`src/rtl/chess_move_ctrl.sv`:
```
// Turn-sequencing controller: validates square selections against the side to move,
// drives the move generator, checks the destination and commits the move via one write port.
module chess_move_ctrl #(
  parameter int unsigned GEN_LAT = 2,
  parameter int unsigned CNT_W   = 10
) (
  input  logic                   clk,
  input  logic                   rst,
  input  logic                   sel_valid,
  input  logic [5:0]             sel_pos,
  input  logic [7:0][7:0][3:0]   board,
  output logic [3:0]             gen_figure,
  output logic [5:0]             gen_position,
  input  logic [63:0]            gen_moves,
  output logic                   wr_en,
  output logic [5:0]             wr_pos,
  output logic [3:0]             wr_data,
  output logic                   turn,
  output logic [63:0]            highlight,
  output logic [5:0]             src_pos,
  output logic                   move_done,
  output logic                   illegal,
  output logic                   game_over,
  output logic [CNT_W-1:0]       move_count
);

  localparam int unsigned      LAT_W    = (GEN_LAT > 1) ? $clog2(GEN_LAT) : 1;
  localparam logic [LAT_W-1:0] LAT_LAST = LAT_W'(GEN_LAT - 1);

  typedef enum logic [2:0] {
    S_IDLE, S_GEN, S_WAIT_DST, S_WR_DST, S_WR_SRC, S_DONE, S_HALT
  } state_t;

  state_t             r_state, w_state;
  logic [LAT_W-1:0]   r_cnt, w_cnt;
  logic               r_turn, w_turn;
  logic [63:0]        r_highlight, w_highlight;
  logic [5:0]         r_src, w_src;
  logic [3:0]         r_fig, w_fig;
  logic               r_wr_en, w_wr_en;
  logic [5:0]         r_wr_pos, w_wr_pos;
  logic [3:0]         r_wr_data, w_wr_data;
  logic               r_move_done, w_move_done;
  logic               r_illegal, w_illegal;
  logic               r_game_over, w_game_over;
  logic               r_king_hit, w_king_hit;
  logic [CNT_W-1:0]   r_count, w_count;

  logic [3:0]         w_sel_code;
  logic               w_sel_own;
  logic [3:0]         w_promo;

  function automatic logic f_own(input logic [3:0] code, input logic side);
    if (side) return (code >= 4'd7) && (code <= 4'd12);
    return (code >= 4'd1) && (code <= 4'd6);
  endfunction

  assign w_sel_code = board[sel_pos[5:3]][sel_pos[2:0]];
  assign w_sel_own  = f_own(w_sel_code, r_turn);

  always_comb begin
    w_promo = r_fig;
    if (r_fig == 4'd1 && sel_pos[5:3] == 3'd0) w_promo = 4'd5;
    if (r_fig == 4'd7 && sel_pos[5:3] == 3'd7) w_promo = 4'd11;
  end

  always_comb begin
    w_state     = r_state;
    w_cnt       = r_cnt;
    w_turn      = r_turn;
    w_highlight = r_highlight;
    w_src       = r_src;
    w_fig       = r_fig;
    w_wr_en     = 1'b0;
    w_wr_pos    = r_wr_pos;
    w_wr_data   = r_wr_data;
    w_move_done = 1'b0;
    w_illegal   = 1'b0;
    w_game_over = r_game_over;
    w_king_hit  = r_king_hit;
    w_count     = r_count;
    unique case (r_state)
      S_IDLE: begin
        if (sel_valid) begin
          if (w_sel_own) begin
            w_src   = sel_pos;
            w_fig   = w_sel_code;
            w_cnt   = '0;
            w_state = S_GEN;
          end else begin
            w_illegal = 1'b1;
          end
        end
      end
      S_GEN: begin
        if (r_cnt == LAT_LAST) begin
          if (gen_moves == '0) begin
            w_illegal   = 1'b1;
            w_highlight = '0;
            w_state     = S_IDLE;
          end else begin
            w_highlight = gen_moves;
            w_state     = S_WAIT_DST;
          end
        end else begin
          w_cnt = r_cnt + 1'b1;
        end
      end
      S_WAIT_DST: begin
        if (sel_valid) begin
          if (sel_pos == r_src) begin
            w_highlight = '0;
            w_state     = S_IDLE;
          end else if (w_sel_own) begin
            w_src   = sel_pos;
            w_fig   = w_sel_code;
            w_cnt   = '0;
            w_state = S_GEN;
          end else if (r_highlight[sel_pos]) begin
            // Captured piece is sampled now; board is not read again until the move is done.
            w_king_hit = (w_sel_code == 4'd6) || (w_sel_code == 4'd12);
            w_wr_en    = 1'b1;
            w_wr_pos   = sel_pos;
            w_wr_data  = w_promo;
            w_state    = S_WR_DST;
          end else begin
            w_illegal = 1'b1;
          end
        end
      end
      S_WR_DST: begin
        w_wr_en     = 1'b1;
        w_wr_pos    = r_src;
        w_wr_data   = '0;
        w_game_over = r_game_over | r_king_hit;
        w_state     = S_WR_SRC;
      end
      S_WR_SRC: begin
        w_move_done = 1'b1;
        w_turn      = ~r_turn;
        w_count     = r_count + 1'b1;
        w_highlight = '0;
        w_state     = S_DONE;
      end
      S_DONE:  w_state = r_game_over ? S_HALT : S_IDLE;
      S_HALT:  w_state = S_HALT;
      default: w_state = S_IDLE;
    endcase
  end

  always_ff @(posedge clk or posedge rst) begin
    if (rst) begin
      r_state     <= S_IDLE;
      r_cnt       <= '0;
      r_turn      <= 1'b0;
      r_highlight <= '0;
      r_src       <= '0;
      r_fig       <= '0;
      r_wr_en     <= 1'b0;
      r_wr_pos    <= '0;
      r_wr_data   <= '0;
      r_move_done <= 1'b0;
      r_illegal   <= 1'b0;
      r_game_over <= 1'b0;
      r_king_hit  <= 1'b0;
      r_count     <= '0;
    end else begin
      r_state     <= w_state;
      r_cnt       <= w_cnt;
      r_turn      <= w_turn;
      r_highlight <= w_highlight;
      r_src       <= w_src;
      r_fig       <= w_fig;
      r_wr_en     <= w_wr_en;
      r_wr_pos    <= w_wr_pos;
      r_wr_data   <= w_wr_data;
      r_move_done <= w_move_done;
      r_illegal   <= w_illegal;
      r_game_over <= w_game_over;
      r_king_hit  <= w_king_hit;
      r_count     <= w_count;
    end
  end

  assign gen_figure   = r_fig;
  assign gen_position = r_src;
  assign src_pos      = r_src;
  assign wr_en        = r_wr_en;
  assign wr_pos       = r_wr_pos;
  assign wr_data      = r_wr_data;
  assign turn         = r_turn;
  assign highlight    = r_highlight;
  assign move_done    = r_move_done;
  assign illegal      = r_illegal;
  assign game_over    = r_game_over;
  assign move_count   = r_count;

endmodule

```
`config.mk`:
```
export PLATFORM = sky130hd
export DESIGN_NAME = chess_move_ctrl
export DESIGN_NICKNAME = d
export VERILOG_FILES = /design/src/rtl/chess_move_ctrl.sv
export SDC_FILE = /design/constraint.sdc
export NUM_CORES = 1
export LEC_CHECK = 0
export BUFFER_PORTS_ARGS = -buffer_cell sky130_fd_sc_hd__buf_2
export CAP_MARGIN = 40
export CORE_AREA = 2 2 169 171
export CTS_BUF_LIST = sky130_fd_sc_hd__clkbuf_16
export CTS_CLUSTER_DIAMETER = 60
export DETAILED_ROUTE_END_ITERATION = 10
export DIE_AREA = 0 0 171 173
export GPL_TIMING_DRIVEN = 0
export PLACE_DENSITY_LB_ADDON = 0.15
export SLEW_MARGIN = 10
export SYNTH_ARGS = -nofsm -noshare
export SYNTH_HDL_FRONTEND = slang
export SYNTH_SLANG_ARGS = --single-unit
```
`constraint.sdc`:
```
create_clock -name clk -period 3.8 [get_ports clk]
set_input_delay 0.38 -clock clk [delete_from_list [all_inputs] [get_ports clk]]
set_output_delay 0.38 -clock clk [all_outputs]
set_load 0.005 [all_outputs]
```
==> flow_summary.ini <==
[synthesis]
syn_nets = 932
avgSynthCellArea_um2 = 12.1
synthesis.area_um2 = 7270
netlist_top_cells_area = dfrtp_1, mux4_2, a22o_1, mux4_1, mux2i_1
synth_cells = 602
synth_edf_count = 0
synth_top_area_share_pct = 35.8
synth_common_cells = dfrtp_1, mux4_2, a22o_1, nor2_1, o21ai_0
yosysUniqueCellTypes = 70
ys_async_sr_fraction_pct = 100
ys_ff_latch = 104
yosysSeqAreaShare_pct = 35.8
synth_top_cell_by_area = dfrtp_1
yosys_warnings = 0
synth_ff_type = dfrtp_1
post-synth-top-count-cell = dfrtp_1

[detailed_routing]
ant_nets = 0
vias_per_cell = 5.21
route.detailed.wl_per_inst_um = 23.5
drt_iter0_markers = 438
drt-pass1-iter-count = 5
drt_wl_total_mm = 33.7
post-route-drc-count = 0
num_vias = 7459

[critical_path]
slowest_stage = a32oi_2
endpoint_kind = flop
path_max_fanout = 19
r2r-end = highlight[19]$_DFFE_PP0P_
worstPathRequired_ns = 4.04
crit_chain = buf_2, clkbuf_4, clkbuf_4, buf_4, mux4_2, o221ai_1, o21ai_0, a32oi_2, and3_1, o32ai_2, a211oi_2, buf_6, mux2_4
arrival_ns = 3.93
r2r_start = gen_position[5]$_DFFE_PP0P_
critPathLaunchType = input pin
crit_type = input pin to flop
reg2reg_depth = 10
worst_path_most_repeated_cell = clkbuf_4
reg2reg_slack_ns = 0.94
slowest_delay_ns = 0.47

[die]
fp.dieW_um = 171
core_area_um2 = 27600
initial_core_util_pct = 26.3
rows = 61
fp.dieArea_um2 = 29600
ios = 434
die_h_um = 173

[sta]
setup_slack_ns = 0.114
period_share_pct = 97.0
maxSlewViolCount = 0
timing.fmax_ghz = 0.271
setup_violations = 0
relSlewSlack_pct = 41.9
rsz0062_at_grt = no
min_period_ns = 3.69
worstMarginPinSlew_ns = 0.864
skew_ns = 0.00772
hold_violations = 0

[worst_hold_path]
hold_class = input pin to asynchronous set/reset pin

[final_layout]
nets = 1378
stdcell_count = 1433
syn2layout_area_growth_pct = 41.9
drive_gt1_share_pct = 56.5

[power_and_ir_drop]
leakage_nw = 4.95
power.total_mw = 5.72
p_per_area_nw_per_um2 = 554
ir_drop_v = 0.000291

[clock_network]
clk_pin_slew_worst_paths_ns = 0.07
cts_tree = built
cts_made_buffers = 9
cts_max_path_buffers = 2
cts-root-buf = clkbuf_16
htree_num_levels = 3
ctsHoldBuffers = 0
cts_sinks = 104
clk_latency_ns = 0.36

[placed_design]
placedCellCount = 1416
place_ws_ns = -0.783
port_buffers = 431
dp_hpwl_mm = 28.0
gp_congestion = 0.873

[global_routing]
grt_pass1_wl_mm = 49.1
grt_antenna_before_repair = 4
overflow = 0
grt_pass1_vias = 7618
grt_max_degree = 71
grt_usage_pct = 22.5

[run]
drv_cap = 0

[outcome]
status = completed
-- critical path, delay by kind of cell --
kind            cells  cell delay, ns
compound gates      5            1.29
buf+inv             5            1.33
mux                 2            0.69
simple gates        1            0.25
-- final cells by class --
class / count / area (um^2)
Buffer: 56 / 338
Sequential cell: 104 / 2600
Tap cell: 378 / 473
Fill cell: 2896 / 17300
Clock buffer: 9 / 225
Inverter: 12 / 50.0
Timing Repair Buffer: 437 / 2230
Clock inverter: 7 / 68.8
Antenna cell: 2 / 5.00
Multi-Input combinational cell: 428 / 4330
-- per-stage QoR --
step / area, um^2 / util, % / hold WS, ns / setup TNS [ns]
finish: 10300 / 37.4 / 0.00629 / 0
global placement: 9900 / 35.8 / 0.458 / -136.74
CTS: 10300 / 37.2 / 0.00910 / 0
global route: 10300 / 37.4 / 0.0208 / 0
floorplan: 7270 / - / 0.442 / 0
detailed placement: 9970 / 36.1 / 0.400 / -27.74
-- state kept, by name, summed over array words and instances (netlist names), 3 cells and up --
signal,cells
highlight,64
gen_figure,4
move_count,10
wr_pos,6
wr_data,4
r_state,3
gen_position,6
-- report_power, final --
group / switching [mW] / leakage, nW / internal [mW] / total, mW
Clock: 0.439 / 0.144 / 0.512 / 0.951
Sequential: 0.430 / 1.32 / 1.58 / 2.01
Combinational: 1.33 / 3.48 / 1.43 / 2.76
Total: 2.20 / 4.95 / 3.52 / 5.72
-- worst max-delay path by stage --
stage / startpoint / endpoint / slack (ns) / cells after the start
4_1_cts: sel_pos[4] / gen_figure[0]$_DFFE_PP0P_ / 0.001 / 12
6_report: sel_pos[4] / gen_figure[0]$_DFFE_PP0P_ / 0.11 / 13
3_3_place_gp: rst / highlight[8]$_DFFE_PP0P_ / -0.81 / 2
2_1_floorplan: sel_pos[3] / gen_figure[0]$_DFFE_PP0P_ / 0.47 / 13
5_1_grt: sel_pos[4] / gen_figure[0]$_DFFE_PP0P_ / 0.01 / 13
3_5_place_dp: sel_pos[1] / gen_position[1]$_DFFE_PP0P_ / -0.78 / 11
-- timing repair --
| action | in CTS | in global routing |
|---|---|---|
| buffers inserted | 0 | 1 |
| setup endpoints to repair | 21 | 77 |
| gates resized for setup | 4 | 14 |
| pin swaps | 0 | 1 |
-- cell usage in the layout (no fill, tap or decap), types with 3 or more instances in the layout --
master	instances
nand4b_1	3
o21ai_1	3
clkbuf_4	3
buf_6	6
buf_4	11
inv_6	3
nor2b_1	9
clkbuf_16	9
a211oi_1	6
o22ai_1	5
nor3_1	6
mux2i_1	18
and3_1	3
clkbuf_2	4
inv_1	10
o21ai_0	24
nand2_1	22
nor4_1	19
a31oi_1	9
mux4_2	67
mux2_4	8
mux2_2	10
nand4_1	8
nand3_1	14
xnor2_1	13
nand2b_1	4
a22o_1	63
dfrtp_1	104
buf_2	448
clkbuf_1	17
nor2_1	28
xor2_1	5
a21oi_1	24
a211oi_2	3
mux4_1	9
-- logic make-up after synthesis --
| family | synth area share [%] |
|---|---|
| DFF | 35.8 |
| and+or+nand+nor | 9.36 |
| adders and majority gates | 0.172 |
| AOI/OAI and AO/OA | 17.7 |
| buffers and inverters | 5.18 |
| muxes | 29.7 |
| xor gates and xnor gates | 2.17 |
-- layer usage --
metal	GRT usage, %	vias up	share of wire [%]
met5	0	-	0.021
met3	4.05	28	5.7
met1	32.1	3799	46
li1	-	3319	-
met2	36.1	311	47
met4	3.88	2	1.2
Power figures use the tool's default switching activity.
